**src/rtl/dct_transpose_if.sv**
```systemverilog
// Stream bundle for the DCT transpose controller: raster-order input, column-order output.
// The controller takes the slave modport and the row/column pass logic takes the master modport.
interface dct_transpose_if #(
  parameter int DATA_WIDTH = 10
);
  logic                  in_valid;
  logic                  in_ready;
  logic [DATA_WIDTH-1:0] in_data;
  logic                  out_valid;
  logic                  out_ready;
  logic [DATA_WIDTH-1:0] out_data;
  logic                  out_sob;
  logic                  out_eob;

  modport master (
    output in_valid, in_data, out_ready,
    input  in_ready, out_valid, out_data, out_sob, out_eob
  );

  modport slave (
    input  in_valid, in_data, out_ready,
    output in_ready, out_valid, out_data, out_sob, out_eob
  );
endinterface

```
**src/rtl/dct_transpose_ctrl.sv**
```systemverilog
// Ping-pong 8x8 transpose between the row-pass and column-pass DCT, one sample/clk sustained.
// Optional DCT_TRANSPOSE_SOB_CHECK_EN adds in_sob / sob_err block-alignment checking and resync.
module dct_transpose_ctrl #(
  parameter int DATA_WIDTH = 10,
  parameter int BLK        = 8
) (
  input  logic             clk,
  input  logic             rst,
  dct_transpose_if.slave   bus,
  output logic [1:0]       banks_full
`ifdef DCT_TRANSPOSE_SOB_CHECK_EN
  ,
  input  logic             in_sob,
  output logic             sob_err
`endif
);

  localparam int NS = BLK * BLK;
  localparam int IW = $clog2(NS);

  if (BLK != 8) begin : g_blk_check
    $error("dct_transpose_ctrl: only BLK=8 is supported");
  end

  typedef enum logic [1:0] {
    EMPTY    = 2'd0,
    FILLING  = 2'd1,
    FULL     = 2'd2,
    DRAINING = 2'd3
  } bank_st_t;

  bank_st_t              st_q [2];
  bank_st_t              st_d [2];
  logic                  wr_bank, rd_bank, out_bank;
  logic [IW-1:0]         wr_idx, rd_idx, wr_pos, rd_pos;
  logic [DATA_WIDTH-1:0] mem [2*NS];
  logic [1:0]            writable;
  logic                  wr_fire, wr_last, rd_avail, rd_load, rd_last, out_fire;

`ifdef DCT_TRANSPOSE_SOB_CHECK_EN
  // A start-of-block marker mid-block abandons the partial block and restarts at index 0.
  assign wr_pos = in_sob ? '0 : wr_idx;
`else
  assign wr_pos = wr_idx;
`endif

  assign rd_pos   = {rd_idx[2:0], rd_idx[5:3]};
  assign wr_fire  = bus.in_valid && bus.in_ready;
  assign wr_last  = wr_fire && (wr_pos == IW'(NS - 1));
  assign rd_last  = (rd_idx == IW'(NS - 1));
  assign out_fire = bus.out_valid && bus.out_ready;
  assign rd_load  = (!bus.out_valid || bus.out_ready) && rd_avail;
  assign bus.in_ready = !rst && writable[wr_bank];

  always_ff @(posedge clk) begin
    if (rst) begin
      st_q[0] <= EMPTY;
      st_q[1] <= EMPTY;
    end else begin
      st_q[0] <= st_d[0];
      st_q[1] <= st_d[1];
    end
  end

  always_comb begin
    for (int b = 0; b < 2; b++) begin
      st_d[b] = st_q[b];
      if (out_fire && bus.out_eob && (out_bank == 1'(b)) && (st_q[b] == DRAINING))
        st_d[b] = EMPTY;
      if (rd_load && (rd_bank == 1'(b)) && (st_q[b] == FULL))
        st_d[b] = DRAINING;
      // A fully-read bank may be refilled while its last sample still sits in the output register.
      if (wr_fire && (wr_bank == 1'(b)))
        st_d[b] = wr_last ? FULL : FILLING;
    end
  end

  always_comb begin
    writable   = 2'b00;
    banks_full = 2'b00;
    for (int b = 0; b < 2; b++) begin
      writable[b]   = (st_q[b] == EMPTY) || (st_q[b] == FILLING) ||
                      ((st_q[b] == DRAINING) && (rd_bank != 1'(b)));
      banks_full[b] = (st_q[b] == FULL) || (st_q[b] == DRAINING);
    end
    rd_avail = (st_q[rd_bank] == FULL) || (st_q[rd_bank] == DRAINING);
  end

  always_ff @(posedge clk) begin
    if (wr_fire)
      mem[{wr_bank, wr_pos}] <= bus.in_data;
  end

  always_ff @(posedge clk) begin
    if (rst) begin
      wr_bank       <= 1'b0;
      rd_bank       <= 1'b0;
      out_bank      <= 1'b0;
      wr_idx        <= '0;
      rd_idx        <= '0;
      bus.out_valid <= 1'b0;
      bus.out_data  <= '0;
      bus.out_sob   <= 1'b0;
      bus.out_eob   <= 1'b0;
    end else begin
      if (wr_fire) begin
        wr_idx <= wr_last ? '0 : wr_pos + 1'b1;
        if (wr_last)
          wr_bank <= ~wr_bank;
      end
      if (rd_load) begin
        bus.out_data  <= mem[{rd_bank, rd_pos}];
        bus.out_valid <= 1'b1;
        bus.out_sob   <= (rd_idx == '0);
        bus.out_eob   <= rd_last;
        out_bank      <= rd_bank;
        rd_idx        <= rd_idx + 1'b1;
        if (rd_last)
          rd_bank <= ~rd_bank;
      end else if (out_fire) begin
        bus.out_valid <= 1'b0;
        bus.out_sob   <= 1'b0;
        bus.out_eob   <= 1'b0;
      end
    end
  end

`ifdef DCT_TRANSPOSE_SOB_CHECK_EN
  always_ff @(posedge clk) begin
    if (rst)
      sob_err <= 1'b0;
    else if (wr_fire && (in_sob != (wr_idx == '0)))
      sob_err <= 1'b1;
  end
`endif

endmodule

```
**src/flat_wrapper.sv**
```systemverilog
// flat-port wrapper written by rule: the top's interface ports become plain ports
module dct_transpose_ctrl_flat 
#(
  parameter int DATA_WIDTH = 10,
  parameter int BLK        = 8
)
  (clk, rst, banks_full, bus_in_valid, bus_in_data, bus_out_ready, bus_in_ready, bus_out_valid, bus_out_data, bus_out_sob, bus_out_eob);
  dct_transpose_if #(.DATA_WIDTH(DATA_WIDTH)) bus_i ();
  input  logic clk;
  input  logic rst;
  output logic [1:0] banks_full;
  input wire logic [$bits(bus_i.in_valid)-1:0] bus_in_valid;
  input wire logic [$bits(bus_i.in_data)-1:0] bus_in_data;
  input wire logic [$bits(bus_i.out_ready)-1:0] bus_out_ready;
  output wire logic [$bits(bus_i.in_ready)-1:0] bus_in_ready;
  output wire logic [$bits(bus_i.out_valid)-1:0] bus_out_valid;
  output wire logic [$bits(bus_i.out_data)-1:0] bus_out_data;
  output wire logic [$bits(bus_i.out_sob)-1:0] bus_out_sob;
  output wire logic [$bits(bus_i.out_eob)-1:0] bus_out_eob;
  assign bus_i.in_valid = bus_in_valid;
  assign bus_i.in_data = bus_in_data;
  assign bus_i.out_ready = bus_out_ready;
  assign bus_in_ready = bus_i.in_ready;
  assign bus_out_valid = bus_i.out_valid;
  assign bus_out_data = bus_i.out_data;
  assign bus_out_sob = bus_i.out_sob;
  assign bus_out_eob = bus_i.out_eob;
  dct_transpose_ctrl #(.DATA_WIDTH(DATA_WIDTH), .BLK(BLK)) u_core (.clk(clk), .rst(rst), .bus(bus_i), .banks_full(banks_full));
endmodule
```
**config.mk**
```make
export PLATFORM = sky130hd
export DESIGN_NAME = dct_transpose_ctrl_flat
export DESIGN_NICKNAME = d
export VERILOG_FILES = /design/src/rtl/dct_transpose_if.sv /design/src/rtl/dct_transpose_ctrl.sv /design/src/flat_wrapper.sv
export SDC_FILE = /design/constraint.sdc
export NUM_CORES = 1
export LEC_CHECK = 0
export ABC_AREA = 1
export ABC_CLOCK_PERIOD_IN_PS = 2150
export CORE_MARGIN = 1.5
export CORE_UTILIZATION = 50
export CTS_BUF_LIST = sky130_fd_sc_hd__clkbuf_8
export DETAILED_ROUTE_END_ITERATION = 10
export PLACE_DENSITY_LB_ADDON = 0.15
export SLEW_MARGIN = 20
export SYNTH_ARGS = -nofsm -noshare
export SYNTH_HDL_FRONTEND = slang
export SYNTH_SLANG_ARGS = --single-unit
```
**constraint.sdc**
```tcl
create_clock -name clk -period 2.15 [get_ports clk]
set_input_delay 0.215 -clock clk [delete_from_list [all_inputs] [get_ports clk]]
set_output_delay 0.215 -clock clk [all_outputs]
set_load 0.03 [all_outputs]
```
==> impl_metrics.json <==
{
  "drc": 0,
  "relSlewSlack": 0.445,
  "tightest_slew_ps": 831,
  "start_kind": "flop",
  "grt_pass1_wl_um": 229000,
  "pwr-share-seq": 0.576,
  "start_util": 0.504,
  "clock-root-buffer": "clkbuf_8",
  "clk_pin_slew_worst_paths_ps": 60,
  "clock.fmax_mhz": 450,
  "seq_area_frac_synth": 0.713,
  "synth_edf_count": 1280,
  "final_nets": 5391,
  "slew_violations": 0,
  "rsz0062_at_grt": "yes",
  "vias": 38100,
  "yosysMostFrequentCell": "nand2_1",
  "maxCapViolCount": 0,
  "drive_above_1_share": 0.151,
  "cts.sinks": 1313,
  "p_switching_mw": 10.4,
  "synthTopCellsByCount": "1873 x nand2_1, 1280 x edfxtp_1, 931 x nand3_1",
  "synth-seq-cells": 1313,
  "p_sw_frac": 0.213,
  "max_stage_delay_ps": 360,
  "htree_levels": 4,
  "worst_slack_ps": -71.7,
  "violations": "negative setup slack",
  "ys_warn_count": 0,
  "p_int_mw": 38.4,
  "critical_path.cell_chain": "buf_12, bufbuf_16, nand2_1, nand2_1, nand2_1, nand3_1, nand3_1, nand2_1, nand2_1, nand2_2, inv_1, nand2_1, nand2_1, nand3_1, nand2_1, inv_1",
  "synth_largest_area_cell": "edfxtp_1",
  "port_buffers": 29,
  "worstPathArrival_ps": 3060,
  "core-area_sq_um": 109000,
  "grt_pass1_vias": 36500,
  "dieArea_sq_um": 112000,
  "power_frac_comb": 0.021,
  "syn_nets": 5068,
  "antenna_found_initial": 3,
  "clkPwrFrac": 0.404,
  "final-hold-violation-count": 0,
  "clock_latency_ps": 890,
  "hpwl_um": 96700,
  "clock_skew_ps": 51.4,
  "synth_cell_types": 29,
  "first_iter_violations": 4601,
  "ant_nets": 0,
  "syn_area_per_cell_sq_um": 10.9,
  "run_status": "finished, violations left",
  "row_count": 121,
  "leakage_nw": 25.3,
  "synthTopCellsByArea": "edfxtp_1 70%, nand2_1 13%, nand3_1 8.5%",
  "grt_max_degree": 77,
  "dpl-instance-area_sq_um": 60200,
  "wl_per_cell_um": 22.5,
  "cts_tree": "done",
  "vias_per_cell": 5.49,
  "ios": 30,
  "hold_path.class": "in -> reg",
  "drtPass1Iterations": 6,
  "crit_path_end_kind": "flop",
  "final.setup.tns_ps": -556,
  "fin_area_sq_um": 65400,
  "cp_data_required_time_ps": 2990,
  "dp.cells": 6522,
  "synth-xor-area-share": 0.000319,
  "whs_ps": 224,
  "chipWidth_um": 334,
  "ir_worst_vdd_mv": 0.666,
  "fin_crit_sh": 1.03,
  "crit_path_top_delay_cell": "dfxtp_4",
  "synth_top_family_by_area": "simple AND/OR/NAND/NOR gates",
  "ys_async_sr_fraction": 0,
  "cts_buffers": 205,
  "wl_um": 156000,
  "cpMostUsedCell": "nand2_1",
  "synth_compound_area_frac": 0.00671,
  "clock_path_buffers": 3,
  "synth-simple-area-share": 0.232,
  "setup_viol": 28,
  "power_density_nw_per_um2": 746,
  "synth_top_area_frac": 0.701,
  "worstSetupPathType": "reg -> reg",
  "grt_usage": 0.278,
  "critPathMaxFanout": 22,
  "die_h_um": 334,
  "routabilityCongestion": 0.909,
  "final_cells": 6948,
  "synthAdderAreaFrac": 0.000684,
  "netlist_instances": 5051,
  "areaGrowthSynthToFinish_pct": 19.3,
  "synth_flop_cell": "edfxtp_1",
  "muxShareOfSynthArea": 0,
  "period_needed_ps": 2220,
  "synth_area_sq_um": 54800,
  "overflow": 0,
  "finalPower_mw": 48.8
}
## layout by cell type (no fill, tap or decap), drive strengths merged
cell | synthesis | layout
nand2 | 1874 | 1874
edfxtp | 1280 | 1280
nand3 | 936 | 936
inv | 335 | 409
buf | 208 | 363
clkbuf | 84 | 218
nor2 | 210 | 216
clkinv | 2 | 68
o21ai | 38 | 38
dfxtp | 33 | 33
a21oi | 15 | 15
dlygate4sd2 | 0 | 13
nor3 | 12 | 12
o211ai | 10 | 10
dlygate4sd3 | 0 | 10
bufinv | 0 | 8
clkinvlp | 0 | 6
nand4 | 6 | 6
bufbuf | 0 | 5
ha | 3 | 3
clkdlybuf4s50 | 0 | 3
a211oi | 3 | 3
xor2 | 2 | 2
clkdlybuf4s15 | 0 | 2
diode | 0 | 1
## metrics by stage
stage,utilization,setup WS (ps)
2_1_floorplan,-,-158
3_3_place_gp,0.553,-322
3_5_place_dp,0.553,-370
4_1_cts,0.594,-80.8
5_1_grt,0.601,-166
6_report,0.601,-71.7
## path summary, 6_finish.rpt
check	cells past startpoint	slack, ps	from	to
setup reg to reg	16	-70	u_core.rd_idx[3]	u_core.bus.out_data[1]
setup / recovery	16	-70	u_core.rd_idx[3]	u_core.bus.out_data[1]
hold reg to reg	2	520	u_core.bus.out_eob	u_core.bus.out_eob
hold / removal	6	220	bus_in_valid	u_core.wr_idx[0]
## layer usage
metal,vias to the layer above,global-route usage,share of wire
li1,17800,-,-
met1,18300,0.401,0.43
met2,1778,0.429,0.45
met3,296,0.0487,0.089
met4,2,0.0942,0.030
met5,-,0,0.000058
## layout make-up
| type | instances | area (sq um) |
|---|---|---|
| Fill cell | 8720 | 43400 |
| Sequential cell | 1313 | 39100 |
| Multi-Input combinational cell | 3115 | 14200 |
| Timing Repair Buffer | 401 | 5190 |
| Clock buffer | 213 | 2930 |
| Tap cell | 1414 | 1770 |
| Inverter | 337 | 1300 |
| Clock inverter | 153 | 878 |
| Timing Repair inverter | 1 | 8.76 |
| Antenna cell | 1 | 2.50 |
## registers in the layout, summed over array words and instances (netlist names), named ones only
name and cells:
u_core.bus.out_data 10, u_core.bus.out_eob 1, u_core.bus.out_sob 1, u_core.bus.out_valid 1, u_core.mem 1280, u_core.out_bank 1, u_core.rd_bank 1, u_core.rd_idx 6
u_core.st_q 4, u_core.wr_bank 1, u_core.wr_idx 6
## power groups by stage
stage                     Sequential, mW  Clock, mW  Combinational, mW
after floorplan                     28.6          0              0.116
after global placement              28.6          0              0.979
after detailed placement            28.6          0              0.981
after CTS                           28.1       20.0               1.00
after global routing                28.1       21.1               1.05
final                               28.1       19.7               1.01
## logic make-up (layout without fill, tap and decap cells)
logic type | Yosys count | after routing
other | 0 | 1
AO/OA/AOI/OAI | 66 | 66
flip-flops | 1313 | 1313
AND/OR/NAND/NOR | 3038 | 3044
buffers and inverters | 629 | 1105
XOR/XNOR | 2 | 2
adder cells (fa/ha/maj) | 3 | 3
## critical path, delay by kind of cell, from the launching register on
kind / cells / cell delay (ps)
simple gates: 12 / 1180
flops: 1 / 360
buf+inv: 4 / 620
## timing repair
item,CTS,global route
hold endpoints to repair,695,0
hold buffers,10,0
pin swaps,4,21
gates resized for setup,89,94
buffers inserted,9,13
gates cloned,7,20
setup endpoints to repair,45,516
Note: power is estimated with default switching activity, not from simulation.
